## src/rtl/glyph_pixel_reader_pkg.sv

```systemverilog
// Shared constants, fetch state encoding and glyph ROM address helper for the
// glyph pixel reader and its pixel shifter.
package glyph_pixel_reader_pkg;

    localparam int COLOR_W    = 12;
    localparam int GLYPH_W    = 16;
    localparam int GLYPH_ROWS = 16;
    localparam int CHAR_W     = 7;
    localparam int ROW_W      = 4;
    localparam int ROM_AW     = 11;

    typedef enum logic [1:0] {
        F_IDLE = 2'd0,
        F_WAIT = 2'd1,
        F_FULL = 2'd2
    } fetch_state_e;

    // The ROM keeps glyph rows bottom-up, so the top row lives at the highest offset.
    function automatic logic [ROM_AW-1:0] glyph_addr(input logic [CHAR_W-1:0] chr,
                                                     input logic [ROW_W-1:0]  row);
        return {chr, ROW_W'(GLYPH_ROWS - 1) - row};
    endfunction

endpackage

```

## src/rtl/glyph_pixel_reader_if.sv

```systemverilog
// Request (char/row/colours) and pixel stream handshakes of the glyph pixel reader.
// master = requester/pixel consumer, slave = the reader.
interface glyph_pixel_reader_if #(
    parameter int COLOR_W = 12
);
    logic               req_valid;
    logic               req_ready;
    logic [6:0]         req_char;
    logic [3:0]         req_row;
    logic [COLOR_W-1:0] req_fg;
    logic [COLOR_W-1:0] req_bg;

    logic               pix_valid;
    logic               pix_ready;
    logic [COLOR_W-1:0] pix_rgb;
    logic               pix_last;

    modport master (
        output req_valid, req_char, req_row, req_fg, req_bg, pix_ready,
        input  req_ready, pix_valid, pix_rgb, pix_last
    );

    modport slave (
        input  req_valid, req_char, req_row, req_fg, req_bg, pix_ready,
        output req_ready, pix_valid, pix_rgb, pix_last
    );

endinterface

```

## src/rtl/glyph_pixel_reader_shifter.sv

```systemverilog
// Glyph row serialiser: shifts a row word out MSB-first as fg/bg pixels on a
// valid/ready stream and reports when it can accept the next row.
module glyph_pixel_reader_shifter #(
    parameter int COLOR_W = 12,
    parameter int GLYPH_W = 16
) (
    input  logic               CLK,
    input  logic               RST,
    input  logic               load,
    input  logic [GLYPH_W-1:0] load_word,
    input  logic [COLOR_W-1:0] load_fg,
    input  logic [COLOR_W-1:0] load_bg,
    output logic               can_load,
    glyph_pixel_reader_if.slave bus
);
    import glyph_pixel_reader_pkg::*;

    localparam int CNT_W = $clog2(GLYPH_W);

    logic [GLYPH_W-1:0] shreg_r;
    logic [CNT_W-1:0]   pix_cnt_r;
    logic               valid_r;
    logic [COLOR_W-1:0] fg_r;
    logic [COLOR_W-1:0] bg_r;
    logic               hs_s;
    logic               last_s;

    // Handshake decode and output view of the shift register.
    always_comb begin
        hs_s          = valid_r & bus.pix_ready;
        last_s        = (pix_cnt_r == CNT_W'(GLYPH_W - 1));
        can_load      = ~valid_r | (hs_s & last_s);
        bus.pix_valid = valid_r;
        bus.pix_rgb   = shreg_r[GLYPH_W-1] ? fg_r : bg_r;
        bus.pix_last  = valid_r & last_s;
    end

    // Row load takes priority so a row arriving on the last-pixel handshake leaves no bubble.
    always_ff @(posedge CLK) begin
        if (RST) begin
            shreg_r   <= {GLYPH_W{1'b0}};
            pix_cnt_r <= {CNT_W{1'b0}};
            valid_r   <= 1'b0;
            fg_r      <= {COLOR_W{1'b0}};
            bg_r      <= {COLOR_W{1'b0}};
        end else if (load) begin
            shreg_r   <= load_word;
            pix_cnt_r <= {CNT_W{1'b0}};
            valid_r   <= 1'b1;
            fg_r      <= load_fg;
            bg_r      <= load_bg;
        end else if (hs_s) begin
            shreg_r   <= shreg_r << 1;
            pix_cnt_r <= pix_cnt_r + CNT_W'(1);
            valid_r   <= ~last_s;
        end else begin
            shreg_r   <= shreg_r;
            pix_cnt_r <= pix_cnt_r;
            valid_r   <= valid_r;
        end
    end

endmodule

```

## src/rtl/glyph_pixel_reader.sv

```systemverilog
// Glyph pixel reader: fetches one glyph row per request from the glyph ROM into a
// prefetch buffer and feeds it to the pixel shifter for gap-free scan-out.
module glyph_pixel_reader #(
    parameter int ROM_LAT = 1,
    parameter int COLOR_W = 12,
    parameter int GLYPH_W = 16
) (
    input  logic               CLK,
    input  logic               RST,
    glyph_pixel_reader_if.slave bus,
    output logic [10:0]        rom_addr,
    output logic               rom_en,
    input  logic [GLYPH_W-1:0] rom_do,
    output logic               busy
);
    import glyph_pixel_reader_pkg::*;

    localparam logic [1:0] LAT_INIT = 2'(ROM_LAT - 1);

    fetch_state_e       state_r;
    fetch_state_e       state_nxt_s;
    logic               req_ready_r;
    logic [10:0]        addr_r;
    logic [10:0]        addr_new_s;
    logic [1:0]         lat_cnt_r;
    logic [GLYPH_W-1:0] buf_word_r;
    logic [GLYPH_W-1:0] buf_word_s;
    logic [COLOR_W-1:0] fg_r;
    logic [COLOR_W-1:0] bg_r;
    logic               hs_s;
    logic               buf_full_s;
    logic               can_load_s;
    logic               load_s;

    // Fetch FSM next state; the buffer is bypassed from rom_do in the capture cycle.
    always_comb begin
        hs_s          = bus.req_valid & req_ready_r;
        addr_new_s    = glyph_addr(bus.req_char, bus.req_row);
        state_nxt_s   = state_r;
        rom_en        = 1'b0;
        rom_addr      = addr_r;
        buf_full_s    = 1'b0;
        buf_word_s    = buf_word_r;
        case (state_r)
            F_IDLE: begin
                if (hs_s) begin
                    rom_en      = 1'b1;
                    rom_addr    = addr_new_s;
                    state_nxt_s = F_WAIT;
                end else begin
                    state_nxt_s = F_IDLE;
                end
            end
            F_WAIT: begin
                if (lat_cnt_r == 2'd0) begin
                    buf_full_s  = 1'b1;
                    buf_word_s  = rom_do;
                    state_nxt_s = can_load_s ? F_IDLE : F_FULL;
                end else begin
                    state_nxt_s = F_WAIT;
                end
            end
            F_FULL: begin
                buf_full_s  = 1'b1;
                state_nxt_s = can_load_s ? F_IDLE : F_FULL;
            end
            default: begin
                state_nxt_s = F_IDLE;
            end
        endcase
        load_s        = buf_full_s & can_load_s;
        busy          = (state_r != F_IDLE) | bus.pix_valid;
        bus.req_ready = req_ready_r;
    end

    // Fetch state, registered ready, address hold, latency count and prefetch buffer.
    always_ff @(posedge CLK) begin
        if (RST) begin
            state_r     <= F_IDLE;
            req_ready_r <= 1'b1;
            addr_r      <= 11'd0;
            lat_cnt_r   <= 2'd0;
            buf_word_r  <= {GLYPH_W{1'b0}};
            fg_r        <= {COLOR_W{1'b0}};
            bg_r        <= {COLOR_W{1'b0}};
        end else begin
            state_r     <= state_nxt_s;
            req_ready_r <= (state_nxt_s == F_IDLE);
            buf_word_r  <= buf_word_s;
            if (hs_s) begin
                addr_r    <= addr_new_s;
                fg_r      <= bus.req_fg;
                bg_r      <= bus.req_bg;
                lat_cnt_r <= LAT_INIT;
            end else if ((state_r == F_WAIT) && (lat_cnt_r != 2'd0)) begin
                lat_cnt_r <= lat_cnt_r - 2'd1;
            end else begin
                lat_cnt_r <= lat_cnt_r;
            end
        end
    end

    glyph_pixel_reader_shifter #(
        .COLOR_W (COLOR_W),
        .GLYPH_W (GLYPH_W)
    ) u_shifter (
        .CLK       (CLK),
        .RST       (RST),
        .load      (load_s),
        .load_word (buf_word_s),
        .load_fg   (fg_r),
        .load_bg   (bg_r),
        .can_load  (can_load_s),
        .bus       (bus)
    );

endmodule
```

## src/flat_wrapper.sv

```systemverilog
// flat-port wrapper written by rule: the top's interface ports become plain ports
module glyph_pixel_reader_flat import glyph_pixel_reader_pkg::*;
#(
    parameter int ROM_LAT = 1,
    parameter int COLOR_W = 12,
    parameter int GLYPH_W = 16
)
  (CLK, RST, rom_addr, rom_en, rom_do, busy, bus_req_valid, bus_req_char, bus_req_row, bus_req_fg, bus_req_bg, bus_pix_ready, bus_req_ready, bus_pix_valid, bus_pix_rgb, bus_pix_last);
  glyph_pixel_reader_if #(.COLOR_W(COLOR_W)) bus_i ();
  input  logic CLK;
  input  logic RST;
  output logic [10:0] rom_addr;
  output logic rom_en;
  input  logic [GLYPH_W-1:0] rom_do;
  output logic busy;
  input wire logic [$bits(bus_i.req_valid)-1:0] bus_req_valid;
  input wire logic [$bits(bus_i.req_char)-1:0] bus_req_char;
  input wire logic [$bits(bus_i.req_row)-1:0] bus_req_row;
  input wire logic [$bits(bus_i.req_fg)-1:0] bus_req_fg;
  input wire logic [$bits(bus_i.req_bg)-1:0] bus_req_bg;
  input wire logic [$bits(bus_i.pix_ready)-1:0] bus_pix_ready;
  output wire logic [$bits(bus_i.req_ready)-1:0] bus_req_ready;
  output wire logic [$bits(bus_i.pix_valid)-1:0] bus_pix_valid;
  output wire logic [$bits(bus_i.pix_rgb)-1:0] bus_pix_rgb;
  output wire logic [$bits(bus_i.pix_last)-1:0] bus_pix_last;
  assign bus_i.req_valid = bus_req_valid;
  assign bus_i.req_char = bus_req_char;
  assign bus_i.req_row = bus_req_row;
  assign bus_i.req_fg = bus_req_fg;
  assign bus_i.req_bg = bus_req_bg;
  assign bus_i.pix_ready = bus_pix_ready;
  assign bus_req_ready = bus_i.req_ready;
  assign bus_pix_valid = bus_i.pix_valid;
  assign bus_pix_rgb = bus_i.pix_rgb;
  assign bus_pix_last = bus_i.pix_last;
  glyph_pixel_reader #(.ROM_LAT(ROM_LAT), .COLOR_W(COLOR_W), .GLYPH_W(GLYPH_W)) u_core (.CLK(CLK), .RST(RST), .bus(bus_i), .rom_addr(rom_addr), .rom_en(rom_en), .rom_do(rom_do), .busy(busy));
endmodule
```

## config.mk

```make
export PLATFORM = sky130hd
export DESIGN_NAME = glyph_pixel_reader_flat
export DESIGN_NICKNAME = d
export VERILOG_FILES = /design/src/rtl/glyph_pixel_reader_pkg.sv /design/src/rtl/glyph_pixel_reader_if.sv /design/src/rtl/glyph_pixel_reader_shifter.sv /design/src/rtl/glyph_pixel_reader.sv /design/src/flat_wrapper.sv
export SDC_FILE = /design/constraint.sdc
export NUM_CORES = 1
export LEC_CHECK = 0
export CAP_MARGIN = 20
export CORE_MARGIN = 2
export CORE_UTILIZATION = 53
export DETAILED_ROUTE_END_ITERATION = 7
export PLACE_DENSITY = 0.82
export SYNTH_ARGS = -nofsm -noshare
export SYNTH_HDL_FRONTEND = slang
export SYNTH_SLANG_ARGS = --single-unit
```

## constraint.sdc

```tcl
create_clock -name CLK -period 1.95 [get_ports CLK]
set_input_delay 0.195 -clock CLK [delete_from_list [all_inputs] [get_ports CLK]]
set_output_delay 0.195 -clock CLK [all_outputs]
set_load 0.02 [all_outputs]
```

# Word-level counts from Yosys, hierarchy flattened
# Index checks and enable logic that the tools add are counted.
word_totals:
  register_bits: 101
  inputBits: 55
  out_inout_bits: 28
  elab_cells: 53
classes:
  addsub: 3
  eq_ne: 3
  n_mux: 17
  n_bitwise: 9
  reduce_logical: 9
op_table:
  columns: ["op", "count"]
  rows:
  - ["2-to-1 mux 16 bit", 4]
  - ["2-to-1 mux 11 bit", 2]
  - ["2-to-1 mux 12 bit", 1]
  - ["zero test 2 bit", 3]
  - ["2-to-1 mux 1 bit", 6]
  - ["one-hot mux 2 bit (3 select lines)", 1]
  - ["nonzero test 2 bit", 3]
  - ["AND 1 bit", 5]
  - ["adder 4 x 1 -> 4 bit (second input constant)", 1]
  - ["== test 4 bit (second input constant)", 1]
  - ["2-to-1 mux 2 bit", 2]
  - ["OR reduction 2 bit", 2]
  - ["subtractor 4 bit (first input constant)", 1]
  - ["== test 2 x 1 -> 1 bit (second input constant)", 1]
  - ["== test 2 bit (second input constant)", 1]
  - ["inverter 1 bit", 2]
  - ["OR 1 bit", 2]
  - ["one-hot mux 1 bit (2 select lines)", 1]
  - ["subtractor 2 x 1 -> 2 bit (second input constant)", 1]
  - ["logical AND 1 bit", 1]

# Logic depth before layout (Yosys ltp)
depth:
  word_depth: 7
  depth_mapped: 7
  ltp_nobuf: 6

# Worst setup path before layout
# No wires, ideal clock.
synth_timing:
  kind: "register to output"
  from: "register u_core.state_r[0]"
  to: "output port rom_addr[9]"
  arrival_ns: 1.512
  required_ns: 1.755
  slack_ns: 0.243
  stages_incl_launch_ff: 6
  n_path_buf: 1
  path_cell_list: "dfxtp_1 > inv_1 > ha_1 > nand3_1 > clkbuf_1 > mux2_2"
synth_between:
  elab_chain_cells: 2
synth_lines:
  columns: ["element", "line", "source"]
  rows:
  - ["start: declaration", "glyph_pixel_reader.sv:20", "fetch_state_e state_r;"]
  - ["start signal: assignment", "glyph_pixel_reader.sv:87", "state_r <= state_nxt_s;"]
  - ["zero test 2 bit", "glyph_pixel_reader.sv:44", "case (state_r)"]
  - ["2-to-1 mux 11 bit", "glyph_pixel_reader.sv:44", null]
  - ["end: declaration", "flat_wrapper.sv:12", "output logic [10:0] rom_addr;"]
# No other way between the ends.

# Final worst setup path
layout_timing:
  from: "register u_core.state_r[0]"
  to: "output port rom_addr[8]"
# Same word-level chain as after synthesis.

==> flow_metrics.tcl <==
set metrics [dict create \
    initial_core_util_pct 55.1 \
    cp-start-kind "register" \
    ir_worst_vdd_uv 356 \
    synth_seq_cells 101 \
    syn_to_final_growth_pct 22.9 \
    p_switching_mw 0.980 \
    status "finished, final reports clean" \
    clock_latency_ns 0.36 \
    clkTransAtPathRegs_ns 0.09 \
    max_slew_margin_pct 72.6 \
    fin_crit_ns 1.88 \
    root_buffer "clkbuf_8" \
    seq_area_frac_synth_pct 41.9 \
    cp_slowest_cell "mux2_2" \
    crit_path_end_kind "primary output" \
    hold_viol 0 \
    cellLeakagePower_nw 2.60 \
    setup_viol_count_final 0 \
    antenna_cells 0 \
    numPortBuffers 82 \
    clock_sinks 101 \
    ant_nets 0 \
    synthDistinctLibCells 41 \
    grt_pass1_vias 3762 \
    max_stage_delay_ns 0.34 \
    slew_violations 0 \
    rsz0062_at_grt "false" \
    fp.dieW_um 99.4 \
    post-route-drc-count 0 \
    synth_top_area_cell "dfxtp_1" \
    grt_pass1_wl_um 17500 \
    crit_arrival_ns 1.68 \
    grt.overflow.total 0 \
    worst-path-max-fanout 8 \
    fin_tns_setup_ns 0 \
    switching_share_pct 23.8 \
    nets 653 \
    die_h_um 99.4 \
    h-tree-depth 3 \
    gp_congestion 0.787 \
    yosys_most_used_dff "dfxtp_1" \
    grt_util_all_layers_pct 21.8 \
    cts_hold_buf 0 \
    fin_crit_sh_pct 96.4 \
    finClkSkew_ns 0.0129 \
    pwr-share-clk_pct 33.6 \
    holdCritPathClass "in2reg" \
    p_per_area_nw_per_um2 694 \
    synthTopCellsByArea "dfxtp_1 (42%), mux2i_1 (8.3%), nand2_1 (5.7%), or2b_2 (5.4%), a21boi_0 (4.7%)" \
    p_comb_share_pct 13.8 \
    path_cells "inv_1 > ha_4 > nand3_4 > buf_12 > mux2_2 > buf_4" \
    cts_tree "done" \
    syn_inst 516 \
    io_pins 83 \
    tightest_slew_ns 0.410 \
    p_int_mw 3.14 \
    syn_nets 577 \
    fmax_mhz 532 \
    power_frac_seq_pct 52.6 \
    antenna_found_initial 0 \
    core_area_um2 8760 \
    drive_gt1_share_pct 20.0 \
    grt_max_degree 61 \
    drv_cap 0 \
    power.total_mw 4.12 \
    cts_max_path_buffers 2 \
    drt_iter0_drc 96 \
    yosys_warnings 0 \
    worstPathRequired_ns 1.75 \
    routedWlPerCell_um 14.7 \
    wl_um 10300 \
    cts-buffers-inserted 9 \
    avgSynthCellArea_um2 9.35 \
    synth.top_cell.area_share_pct 41.9 \
    syn_area_um2 4830 \
    synthArstFlopShare_pct 0 \
    crit_type "reg2out" \
    rows 34 \
    synth-edff-count 0 \
    dieArea_um2 9880 \
    routed_via_density 5.23 \
    dp_hpwl_um 7260 \
    num_vias 3679 \
    dr.pass1.iters 5 \
]
synth_stat cells, types with 6 or more instances:
library cell and n:
mux2_2 20, nand2_1 73, inv_1 21, ha_1 6, a21boi_0 30, dfxtp_1 101, or2b_1 12, o21bai_1 30
and3_2 15, and3_1 15, nand2b_1 12, mux2i_1 40, or2b_2 30, clkbuf_1 25, a21oi_1 38
critical path, delay by kind of cell, from the launching register on:
kind | cells | cell delay, ns
mux | 1 | 0.34
buf+inv | 3 | 0.36
fa+ha+maj | 1 | 0.18
flops | 1 | 0.33
simple gates | 1 | 0.11
cell type report:
class | count | area (um2)
clock buffer | 12 | 135
clock inverter | 2 | 60.1
fill | 695 | 2830
inverter | 21 | 78.8
multi-input combinational | 354 | 2500
sequential | 101 | 2020
tap | 108 | 135
timing repair buffer | 105 | 993
registers in the layout, summed over array words and instances, names as in the netlist:
| register | count |
|---|---|
| u_core.addr_r | 11 |
| u_core.bg_r | 12 |
| u_core.buf_word_r | 16 |
| u_core.bus.req_ready | 1 |
| u_core.fg_r | 12 |
| u_core.lat_cnt_r | 2 |
| u_core.state_r | 2 |
| u_core.u_shifter.bg_r | 12 |
| u_core.u_shifter.bus.pix_valid | 1 |
| u_core.u_shifter.fg_r | 12 |
| u_core.u_shifter.pix_cnt_r | 4 |
| u_core.u_shifter.shreg_r | 16 |
timing repair:
item | in CTS | in global routing
endpoints found under the setup margin | 23 | 15
endpoints found under the hold margin | 0 | 0
resized for setup | 54 | 13
setup buffers | 0 | 1
gates cloned | 0 | 1
cells by family (layout without fill, tap and decap cells):
group	count (synthesis)	after routing	share of synthesized area, %
flops	101	101	41.9
compound gates	109	109	15.0
buf+inv	61	140	6.90
xor+xnor	3	3	0.545
simple gates	176	176	21.2
mux	60	60	13.0
fa+ha+maj	6	6	1.56
stage by stage:
step	util, %	setup WS [ns]	cell area (um2)	instances	hold slack [ns]
floorplan	-	0.243	4830	516	0.331
global placement	65.5	-0.0699	5740	687	0.438
detailed placement	65.5	-0.111	5740	687	0.442
CTS	67.2	0.00279	5890	701	0.291
global route	67.7	0.0146	5930	703	0.320
finish	67.7	0.0711	5930	703	0.303
power by group through the flow:
| stage | clock network [mW] | registers, mW | logic, mW |
|---|---|---|---|
| floorplan | 0 | 2.20 | 0.326 |
| global placement | 0 | 2.21 | 0.560 |
| detailed placement | 0 | 2.21 | 0.575 |
| CTS | 1.40 | 2.16 | 0.557 |
| global route | 1.49 | 2.17 | 0.620 |
| finish | 1.38 | 2.17 | 0.568 |
cells in the final DEF (no fill, tap or decap), types with 4 or more instances in the layout:
| cell type | instances |
|---|---|
| a21boi_0 | 30 |
| a21oi_1 | 38 |
| and3_1 | 15 |
| and3_2 | 15 |
| buf_12 | 4 |
| buf_2 | 9 |
| buf_4 | 19 |
| clkbuf_8 | 9 |
| clkdlybuf4s50_1 | 56 |
| dfxtp_1 | 99 |
| dlygate4sd2_1 | 12 |
| ha_1 | 5 |
| inv_1 | 21 |
| mux2_2 | 20 |
| mux2i_1 | 40 |
| nand2_1 | 73 |
| nand2b_1 | 12 |
| nor3_1 | 5 |
| o21ai_0 | 5 |
| o21bai_1 | 30 |
| or2b_1 | 12 |
| or2b_2 | 30 |
layer usage:
layer / global-route usage (%) / wire, um / up-vias / share of wire, %
met1: 27.7 / 4830 / 1714 / 47
li1: - / - / 1879 / -
met5: 0 / 0 / - / 0
met4: 7.06 / 163 / 0 / 1.6
met3: 4.92 / 453 / 14 / 4.4
met2: 36.7 / 4870 / 72 / 47
final timing paths:
check                         start                            end  slack, ns  cells after the start
setup / recovery  u_core.state_r[0]                    rom_addr[8]       0.07                      6
hold / removal                  RST  u_core.u_shifter.pix_cnt_r[0]       0.30                      2
setup reg to reg  u_core.state_r[0]    u_core.u_shifter.shreg_r[8]       0.09                      7
hold reg to reg      u_core.bg_r[9]                 u_core.bg_r[9]       0.45                      2
Power figures use the tool's default switching activity.
